--- src/rtl/column_pkg.sv ---
// Shared constants for the column puzzle datapath: ASCII codes, operator
// encoding and the token parser state encoding.
package column_pkg;

    localparam logic [7:0] CH_SPACE = 8'h20;
    localparam logic [7:0] CH_LF    = 8'h0A;
    localparam logic [7:0] CH_CR    = 8'h0D;
    localparam logic [7:0] CH_PLUS  = 8'h2B;
    localparam logic [7:0] CH_STAR  = 8'h2A;
    localparam logic [7:0] CH_0     = 8'h30;
    localparam logic [7:0] CH_9     = 8'h39;

    localparam logic OP_ADD = 1'b0;
    localparam logic OP_MUL = 1'b1;

    typedef enum logic [2:0] {
        IDLE,
        IN_NUM,
        PEND_OP,
        PEND_DONE,
        FLUSH_NUM,
        FLUSH_DONE,
        FIN
    } state_t;

endpackage

--- src/rtl/dec_accum.sv ---
// Decimal digit accumulator: acc <= acc*10 + digit, with a combinational
// flag that the pending load does not fit in NUM_W bits.
module dec_accum #(
    parameter int NUM_W = 32
) (
    input  logic             clk,
    input  logic             rst,
    input  logic             clear,
    input  logic             load,
    input  logic [3:0]       digit,
    output logic [NUM_W-1:0] acc,
    output logic             ovf
);

    logic [NUM_W+3:0] next_wide;

    // acc*10 built from shifts; NUM_W+4 bits holds (2^NUM_W-1)*10+9 exactly.
    function automatic logic [NUM_W+3:0] mul10_add(input logic [NUM_W-1:0] a,
                                                   input logic [3:0] d);
        logic [NUM_W+3:0] a_ext;
        a_ext = {4'b0000, a};
        return (a_ext << 3) + (a_ext << 1) + {{NUM_W{1'b0}}, d};
    endfunction

    always_comb begin
        next_wide = mul10_add(acc, digit);
        ovf       = |next_wide[NUM_W+3:NUM_W];
    end

    always_ff @(posedge clk) begin
        if (!rst) begin
            acc <= '0;
        end else if (clear) begin
            acc <= '0;
        end else if (load) begin
            acc <= next_wide[NUM_W-1:0];
        end
    end

endmodule

--- src/rtl/column_token_parser.sv ---
// Byte-stream tokenizer feeding the column reducer: decimal operands,
// '+'/'*' operators and end-of-column pulses, at most one token per cycle.
module column_token_parser
    import column_pkg::*;
#(
    parameter int NUM_W = 32,
    parameter int CNT_W = 16
) (
    input  logic             clk,
    input  logic             rst,
    input  logic             byte_valid,
    input  logic [7:0]       byte_in,
    output logic             byte_ready,
    input  logic             eof,
    output logic             num_valid,
    output logic [NUM_W-1:0] num_in,
    output logic             op_valid,
    output logic             op_in,
    output logic             done,
    output logic [CNT_W-1:0] col_count,
    output logic             overflow,
    output logic             bad_char,
    output logic             finished
);

    state_t           state, state_nxt;
    logic             op_seen, op_seen_nxt;
    logic             pend_op, pend_op_nxt;
    logic             num_valid_nxt, op_valid_nxt, op_in_nxt, done_nxt;
    logic [NUM_W-1:0] num_in_nxt;
    logic [CNT_W-1:0] col_count_nxt;
    logic             bad_char_nxt, finished_nxt;
    logic             acc_clear, acc_load, acc_ovf;
    logic [NUM_W-1:0] acc;
    logic             in_num, is_digit, is_op, op_code;

    dec_accum #(.NUM_W(NUM_W)) u_dec_accum (
        .clk   (clk),
        .rst   (rst),
        .clear (acc_clear),
        .load  (acc_load),
        .digit (byte_in[3:0]),
        .acc   (acc),
        .ovf   (acc_ovf)
    );

    assign byte_ready = (state == IDLE) || (state == IN_NUM);
    assign in_num     = (state == IN_NUM);
    assign is_digit   = (byte_in >= CH_0) && (byte_in <= CH_9);
    assign is_op      = (byte_in == CH_PLUS) || (byte_in == CH_STAR);
    assign op_code    = (byte_in == CH_STAR) ? OP_MUL : OP_ADD;

    always_comb begin
        state_nxt     = state;
        op_seen_nxt   = op_seen;
        pend_op_nxt   = pend_op;
        num_valid_nxt = 1'b0;
        num_in_nxt    = num_in;
        op_valid_nxt  = 1'b0;
        op_in_nxt     = op_in;
        done_nxt      = 1'b0;
        col_count_nxt = col_count;
        bad_char_nxt  = bad_char;
        finished_nxt  = finished;
        acc_clear     = 1'b0;
        acc_load      = 1'b0;

        case (state)
            IDLE, IN_NUM: begin
                if (eof) begin
                    if (in_num) begin
                        state_nxt = FLUSH_NUM;
                    end else if (op_seen) begin
                        state_nxt = FLUSH_DONE;
                    end else begin
                        state_nxt    = FIN;
                        finished_nxt = 1'b1;
                    end
                end else if (byte_valid) begin
                    if (is_digit) begin
                        acc_load  = 1'b1;
                        state_nxt = IN_NUM;
                    end else if (is_op) begin
                        if (in_num) begin
                            // Operand goes out first; the operator waits one cycle.
                            num_valid_nxt = 1'b1;
                            num_in_nxt    = acc;
                            acc_clear     = 1'b1;
                            pend_op_nxt   = op_code;
                            state_nxt     = PEND_OP;
                        end else begin
                            op_valid_nxt = 1'b1;
                            op_in_nxt    = op_code;
                            op_seen_nxt  = 1'b1;
                        end
                    end else if (byte_in == CH_LF) begin
                        if (in_num) begin
                            num_valid_nxt = 1'b1;
                            num_in_nxt    = acc;
                            acc_clear     = 1'b1;
                            state_nxt     = op_seen ? PEND_DONE : IDLE;
                        end else if (op_seen) begin
                            done_nxt      = 1'b1;
                            col_count_nxt = col_count + CNT_W'(1);
                            op_seen_nxt   = 1'b0;
                        end
                    end else begin
                        // Space, CR and unsupported bytes all end an operand.
                        if ((byte_in != CH_SPACE) && (byte_in != CH_CR)) begin
                            bad_char_nxt = 1'b1;
                        end
                        if (in_num) begin
                            num_valid_nxt = 1'b1;
                            num_in_nxt    = acc;
                            acc_clear     = 1'b1;
                            state_nxt     = IDLE;
                        end
                    end
                end
            end
            PEND_OP: begin
                op_valid_nxt = 1'b1;
                op_in_nxt    = pend_op;
                op_seen_nxt  = 1'b1;
                state_nxt    = IDLE;
            end
            PEND_DONE: begin
                done_nxt      = 1'b1;
                col_count_nxt = col_count + CNT_W'(1);
                op_seen_nxt   = 1'b0;
                state_nxt     = IDLE;
            end
            FLUSH_NUM: begin
                num_valid_nxt = 1'b1;
                num_in_nxt    = acc;
                acc_clear     = 1'b1;
                if (op_seen) begin
                    state_nxt = FLUSH_DONE;
                end else begin
                    state_nxt    = FIN;
                    finished_nxt = 1'b1;
                end
            end
            FLUSH_DONE: begin
                done_nxt      = 1'b1;
                col_count_nxt = col_count + CNT_W'(1);
                op_seen_nxt   = 1'b0;
                state_nxt     = FIN;
                finished_nxt  = 1'b1;
            end
            FIN: begin
                state_nxt = FIN;
            end
            default: begin
                state_nxt = IDLE;
            end
        endcase
    end

    always_ff @(posedge clk) begin
        if (!rst) begin
            state     <= IDLE;
            op_seen   <= 1'b0;
            pend_op   <= 1'b0;
            num_valid <= 1'b0;
            num_in    <= '0;
            op_valid  <= 1'b0;
            op_in     <= 1'b0;
            done      <= 1'b0;
            col_count <= '0;
            overflow  <= 1'b0;
            bad_char  <= 1'b0;
            finished  <= 1'b0;
        end else begin
            state     <= state_nxt;
            op_seen   <= op_seen_nxt;
            pend_op   <= pend_op_nxt;
            num_valid <= num_valid_nxt;
            num_in    <= num_in_nxt;
            op_valid  <= op_valid_nxt;
            op_in     <= op_in_nxt;
            done      <= done_nxt;
            col_count <= col_count_nxt;
            overflow  <= overflow | (acc_load & acc_ovf);
            bad_char  <= bad_char_nxt;
            finished  <= finished_nxt;
        end
    end

endmodule

--- config.mk ---
export PLATFORM = sky130hd
export DESIGN_NAME = column_token_parser
export DESIGN_NICKNAME = d
export VERILOG_FILES = /design/src/rtl/column_pkg.sv /design/src/rtl/dec_accum.sv /design/src/rtl/column_token_parser.sv
export SDC_FILE = /design/constraint.sdc
export NUM_CORES = 1
export LEC_CHECK = 0
export CAP_MARGIN = 5
export CELL_PAD_IN_SITES_DETAIL_PLACEMENT = 0
export CELL_PAD_IN_SITES_GLOBAL_PLACEMENT = 1
export CORE_MARGIN = 4
export CORE_UTILIZATION = 45
export CTS_BUF_LIST = sky130_fd_sc_hd__clkbuf_4
export CTS_CLUSTER_DIAMETER = 80
export DETAILED_ROUTE_END_ITERATION = 10
export GPL_ROUTABILITY_DRIVEN = 0
export HOLD_SLACK_MARGIN = 0.03
export PLACE_DENSITY = 0.9
export SETUP_SLACK_MARGIN = 0.4
export SKIP_CTS_REPAIR_TIMING = 1
export SLEW_MARGIN = 10
export SYNTH_ARGS = -nofsm -noshare
export SYNTH_HDL_FRONTEND = slang
export SYNTH_SLANG_ARGS = --single-unit
export TNS_END_PERCENT = 1
--- constraint.sdc ---
create_clock -name clk -period 4.75 [get_ports clk]
set_input_delay 0.7125 -clock clk [delete_from_list [all_inputs] [get_ports clk]]
set_output_delay 0.7125 -clock clk [all_outputs]
set_load 0.02 [all_outputs]
== Word-level counts from Yosys, hierarchy flattened ==
Index checks and enable logic that the tools add are counted.

* Shift operators: 0
* Reduce and logical (&&, ||, !) cells: 23
* $mul: 0
* Bitwise logic cells: 7
* Equal/unequal tests: 26
* Divide/modulo/power cells: 0
* $add $sub $neg: 3
* $lt $le $gt $ge: 2
* Mux-type cells: 67

{| class="wikitable"
|+ Operators by type and width
! operator !! count
|-
| 2-to-1 mux 32 bit || 4
|-
| 2-to-1 mux 16 bit || 7
|-
| one-hot mux 32 bit (2 select lines) || 1
|-
| adder 35 x 33 -> 36 bit || 1
|-
| adder 36 x 4 -> 36 bit || 1
|-
| 2-to-1 mux 1 bit || 36
|-
| one-hot mux 16 bit (2 select lines) || 1
|-
| 2-to-1 mux 3 bit || 8
|-
| inequality test 2 bit, second input constant || 10
|-
| adder 16 x 1 -> 16 bit, second input constant || 1
|-
| == test 8 x 6 -> 1 bit, second input constant || 2
|-
| AND reduction 7 bit || 2
|-
| inequality test 3 bit, second input constant || 4
|-
| AND reduction 6 bit || 2
|-
| == test 3 bit, second input constant || 3
|-
| one-hot mux 3 bit (3 select lines) || 1
|-
| == test 8 x 4 -> 1 bit, second input constant || 1
|-
| >= comparator 8 x 6 -> 1 bit, second input constant || 1
|-
| less-or-equal comparator 8 x 6 -> 1 bit, second input constant || 1
|-
| inequality test 8 x 4 -> 1 bit, second input constant || 1
|-
| inequality test 8 x 6 -> 1 bit, second input constant || 1
|-
| one-hot mux 1 bit (2 select lines) || 4
|-
| AND reduction 8 bit || 1
|-
| OR reduction 2 bit || 4
|-
| other kinds (17) || 30
|}

* Flip-flop bits (word level): 92
* Logic and storage cells: 141
* Latch bits: 0
* ROM bits: 0
* RAM bits: 0
* Memories kept: 0
* Output and inout bits: 56
* Input bits: 12

== Logic depth before layout (Yosys ltp) ==
* Word-level depth: 9
* Gate-level depth with buffers: 12

== Modules after synthesis ==
Synthesis repeated with hierarchy kept, for this count alone.

* Cells, all modules: 704
* Area total of the unflattened synthesis: 6,019.5 µm²

{| class="wikitable"
|+ Modules (own cells, without submodules)
! module !! area each (µm²) !! seq. area each (µm²) !! instances !! cells each
|-
| dec_accum || 3,383.2 || 640.6 || 1 || 417
|-
| column_token_parser || 2,636.3 || 1,201.2 || 1 || 287
|}

== Worst setup path after synthesis ==
OpenSTA, ideal clock, no wires.

* Kind: input-to-reg
* From: in byte_in[3]
* To: reg u_dec_accum.acc[27]
* Cell stages on the path: 12
* Arrival: 3,423 ps
* Buffers on the path: 0
* Setup time: 74 ps
* Setup slack: 1,252 ps
* Cell sequence: inv_1 > fa_1 > inv_1 > ha_1 > a211o_1 > a211oi_1 > nor2_1 > a221o_1 > nand2_1 > o21ai_0 > or4_1 > a31oi_1

* Longest elaborated chain between the ends: 7

{| class="wikitable"
|+ Ends and longest elaborated chain
! item !! line !! text
|-
| start: declaration || column_token_parser.sv:12 || <nowiki>input logic [7:0] byte_in,</nowiki>
|-
| >= comparator 8 x 6 -> 1 bit / less-or-equal comparator 8 x 6 -> 1 bit (equally long branches) || column_token_parser.sv:49 || <nowiki>assign is_digit = (byte_in >= CH_0) && (byte_in <= CH_9);</nowiki>
|-
| logical AND 1 bit || column_token_parser.sv:49 ||
|-
| 2-to-1 mux 1 bit || column_token_parser.sv:80 || <nowiki>if (is_digit) begin</nowiki>
|-
| 2-to-1 mux 1 bit || column_token_parser.sv:79 || <nowiki>end else if (byte_valid) begin</nowiki>
|-
| 2-to-1 mux 1 bit || column_token_parser.sv:70 || <nowiki>if (eof) begin</nowiki>
|-
| one-hot mux 1 bit (2 select lines) || column_token_parser.sv:68 || <nowiki>case (state)</nowiki>
|-
| OR reduction 2 bit (no source line) || -- ||
|-
| end signal: assignment || dec_accum.sv:36 || <nowiki>acc <= next_wide[NUM_W-1:0];</nowiki>
|-
| end: declaration || dec_accum.sv:11 || <nowiki>output logic [NUM_W-1:0] acc,</nowiki>
|}

Several ways; a longest one is shown, not always the timed one.
A chain may end at the register's enable or synchronous reset.

== Worst setup path in the final report ==
Ends and elaborated chain as after synthesis.

==> impl_metrics.env <==
export IMPL_status="completed"
export IMPL_worst_setup_path_type="in -> reg"
export IMPL_worst_slew_pin_slew_ps=956
export IMPL_dieArea_mm2=0.0150
export IMPL_cts_root_buf="clkbuf_4"
export IMPL_die_h_um=122
export IMPL_wire_per_inst_um=15.1
export IMPL_setup_violations=0
export IMPL_p_leak_nw=2.87
export IMPL_power_density_mw_per_mm2=206
export IMPL_fin_setup_tns_ps=0
export IMPL_worstSetupEndpointType="register"
export IMPL_drt_wl_total_mm=14.1
export IMPL_cts_sinks=92
export IMPL_cp_data_arrival_time_ps=4320
export IMPL_port_buffers=67
export IMPL_ys_seq_area_share_pct=31.3
export IMPL_grt_pass1_vias=5131
export IMPL_peakVddDrop_uv=219
export IMPL_ant_nets=0
export IMPL_antenna_found_initial=0
export IMPL_clk_latency_ps=500
export IMPL_htree_levels=3
export IMPL_dp_hpwl_mm=10.6
export IMPL_drive_above_1_share_pct=4.33
export IMPL_finalNonFillerCells=934
export IMPL_async_flop_share_pct=0
export IMPL_rows=41
export IMPL_relSlewSlack_pct=34.6
export IMPL_hp_class="reg -> reg"
export IMPL_n_antenna_cell=0
export IMPL_fin_skew_ps=26.1
export IMPL_clockBufferDepth=2
export IMPL_synth_area_per_cell_um2=8.34
export IMPL_clk_pin_slew_ps=180
export IMPL_path_max_fanout=6
export IMPL_synthesis_nets=783
export IMPL_grt_max_degree=40
export IMPL_core_area_mm2=0.0127
export IMPL_yosysUniqueCellTypes=63
export IMPL_drt_iter0_drc=317
export IMPL_synth_seq_cells=92
export IMPL_drv_slew=0
export IMPL_start_kind="input pin"
export IMPL_yosys_warnings=0
export IMPL_worstPathRequired_ps=5180
export IMPL_initial_utilization_pct=46.2
export IMPL_dp_cells=918
export IMPL_synth_edff_count=0
export IMPL_syn_to_final_growth_pct=16.1
export IMPL_n_fill_cell=1236
export IMPL_drcViolationCount=0
export IMPL_grt_pass1_wl_mm=24.3
export IMPL_die_width_um=122
export IMPL_placed_cell_area_mm2=0.00667
export IMPL_first_pass_iters=5
export IMPL_cts_tree="built"
export IMPL_syn_area_mm2=0.00588
export IMPL_overflow=0
export IMPL_grt_usage_pct=19.8
export IMPL_ios=68
export IMPL_design_area_mm2=0.00683
export IMPL_fin_crit_ps=3890
export IMPL_drt_vias_per_instance=5.65
export IMPL_rsz0062_at_grt="false"
export IMPL_fmax_ghz=0.257
export IMPL_hold_viol=0
export IMPL_hold_slack_ps=489
export IMPL_detailroute_via_count=5277
export IMPL_numCtsBuffers=9
export IMPL_max_cap_viol_count=0
export IMPL_syn_instance_count=705
export IMPL_min_period_over_period_pct=81.8
export IMPL_nets=835
export IMPL_synthFlopType="dfxtp_1"
export IMPL_utilization_pct=53.7
## final timing paths
check / cells after the start / from / slack (ps) / to
setup / recovery: 13 / byte_in[3] / 860 / u_dec_accum.acc[27]$_SDFFE_PP0P_
hold / removal: 1 / bad_char$_SDFFE_PN0P_ / 490 / bad_char$_SDFFE_PN0P_
setup reg to reg: 12 / u_dec_accum.acc[0]$_SDFFE_PP0P_ / 1300 / u_dec_accum.acc[27]$_SDFFE_PP0P_
hold reg to reg: 1 / bad_char$_SDFFE_PN0P_ / 490 / bad_char$_SDFFE_PN0P_
## synth_stat cells (16+ instances only)
master	count	area (µm²)
dfxtp_1	92	1840
nand2_1	78	293
nor2_1	72	270
a21oi_1	65	325
ha_1	64	801
mux2i_1	35	350
o21ai_0	29	145
nand3_1	20	100
clkbuf_1	18	67.6
nor2b_1	18	113
a21o_1	17	128
xor2_1	16	140
## through the flow
stage	total power [mW]	setup WS (ps)
3_5_place_dp	0.935	338
6_report	1.40	864
2_1_floorplan	0.892	1250
3_3_place_gp	0.933	391
5_1_grt	1.47	630
4_1_cts	1.42	893
## kinds of logic (layout without fill, tap and decap cells)
kind of cell	Yosys count	count (layout)	synth area share (%)
simple gates	257	257	21.1
compound gates	178	178	19.3
flops	92	92	31.3
fa+ha+maj	66	66	14.3
buf+inv	46	103	3.42
mux	35	35	5.96
xor+xnor	31	31	4.62
## where the power goes
part / total, mW / switching [mW] / internal [mW]
clock network: 0.486 / 0.311 / 0.175
logic: 0.127 / 0.0739 / 0.0528
registers: 0.791 / 0.0118 / 0.780
total: 1.40 / 0.397 / 1.01
## worst max-delay path, stage by stage
cell and delay (ps):
clkdlybuf4s50_1 560, inv_1 90, fa_1 530, inv_1 60, ha_1 310, a211o_1 280
a211oi_1 420, nor2_1 160, a221o_1 390, nand2_1 110, o21ai_0 110, or4_1 420
a31oi_1 160
## layout make-up
type | count | area (µm²) | area share (%)
repair buffers | 73 | 716 | 10.5
multi-input cells | 567 | 3850 | 56.3
clock inverters | 7 | 90.1 | 1.32
flip-flops and latches | 92 | 1840 | 27.0
clock buffers | 9 | 67.6 | 0.989
inverters | 14 | 52.6 | 0.770
well taps | 172 | 215 | 3.15
## state kept, by name, summed over array words and instances (netlist names)
name,flops
op_valid,1
op_in,1
finished,1
overflow,1
num_valid,1
op_seen,1
bad_char,1
pend_op,1
done,1
u_dec_accum.acc,32
num_in,32
state,3
col_count,16
## routing by layer
metal	GRT usage (%)	vias to the layer above	share of wire [%]
met1	25.9	2437	45
met3	4.33	24	6.3
li1	-	2658	-
met4	6.86	0	1.8
met5	0	-	0
met2	32.3	158	46
## layout by cell type (no fill, tap or decap), types with 8 or more instances in the layout
cell type / count
inv_1: 14
nor2_1: 72
or3_1: 8
nand4_1: 12
nor3_1: 12
a21o_1: 17
a211oi_1: 8
nand2_1: 78
xor2_1: 16
clkdlybuf4s50_1: 67
nand3_1: 20
xnor2_1: 15
a31oi_1: 9
o21ai_0: 29
mux2i_1: 35
dfxtp_1: 92
a21oi_1: 65
clkbuf_4: 9
ha_1: 64
nor2b_1: 18
No activity file was read; power rests on OpenSTA's default activity.
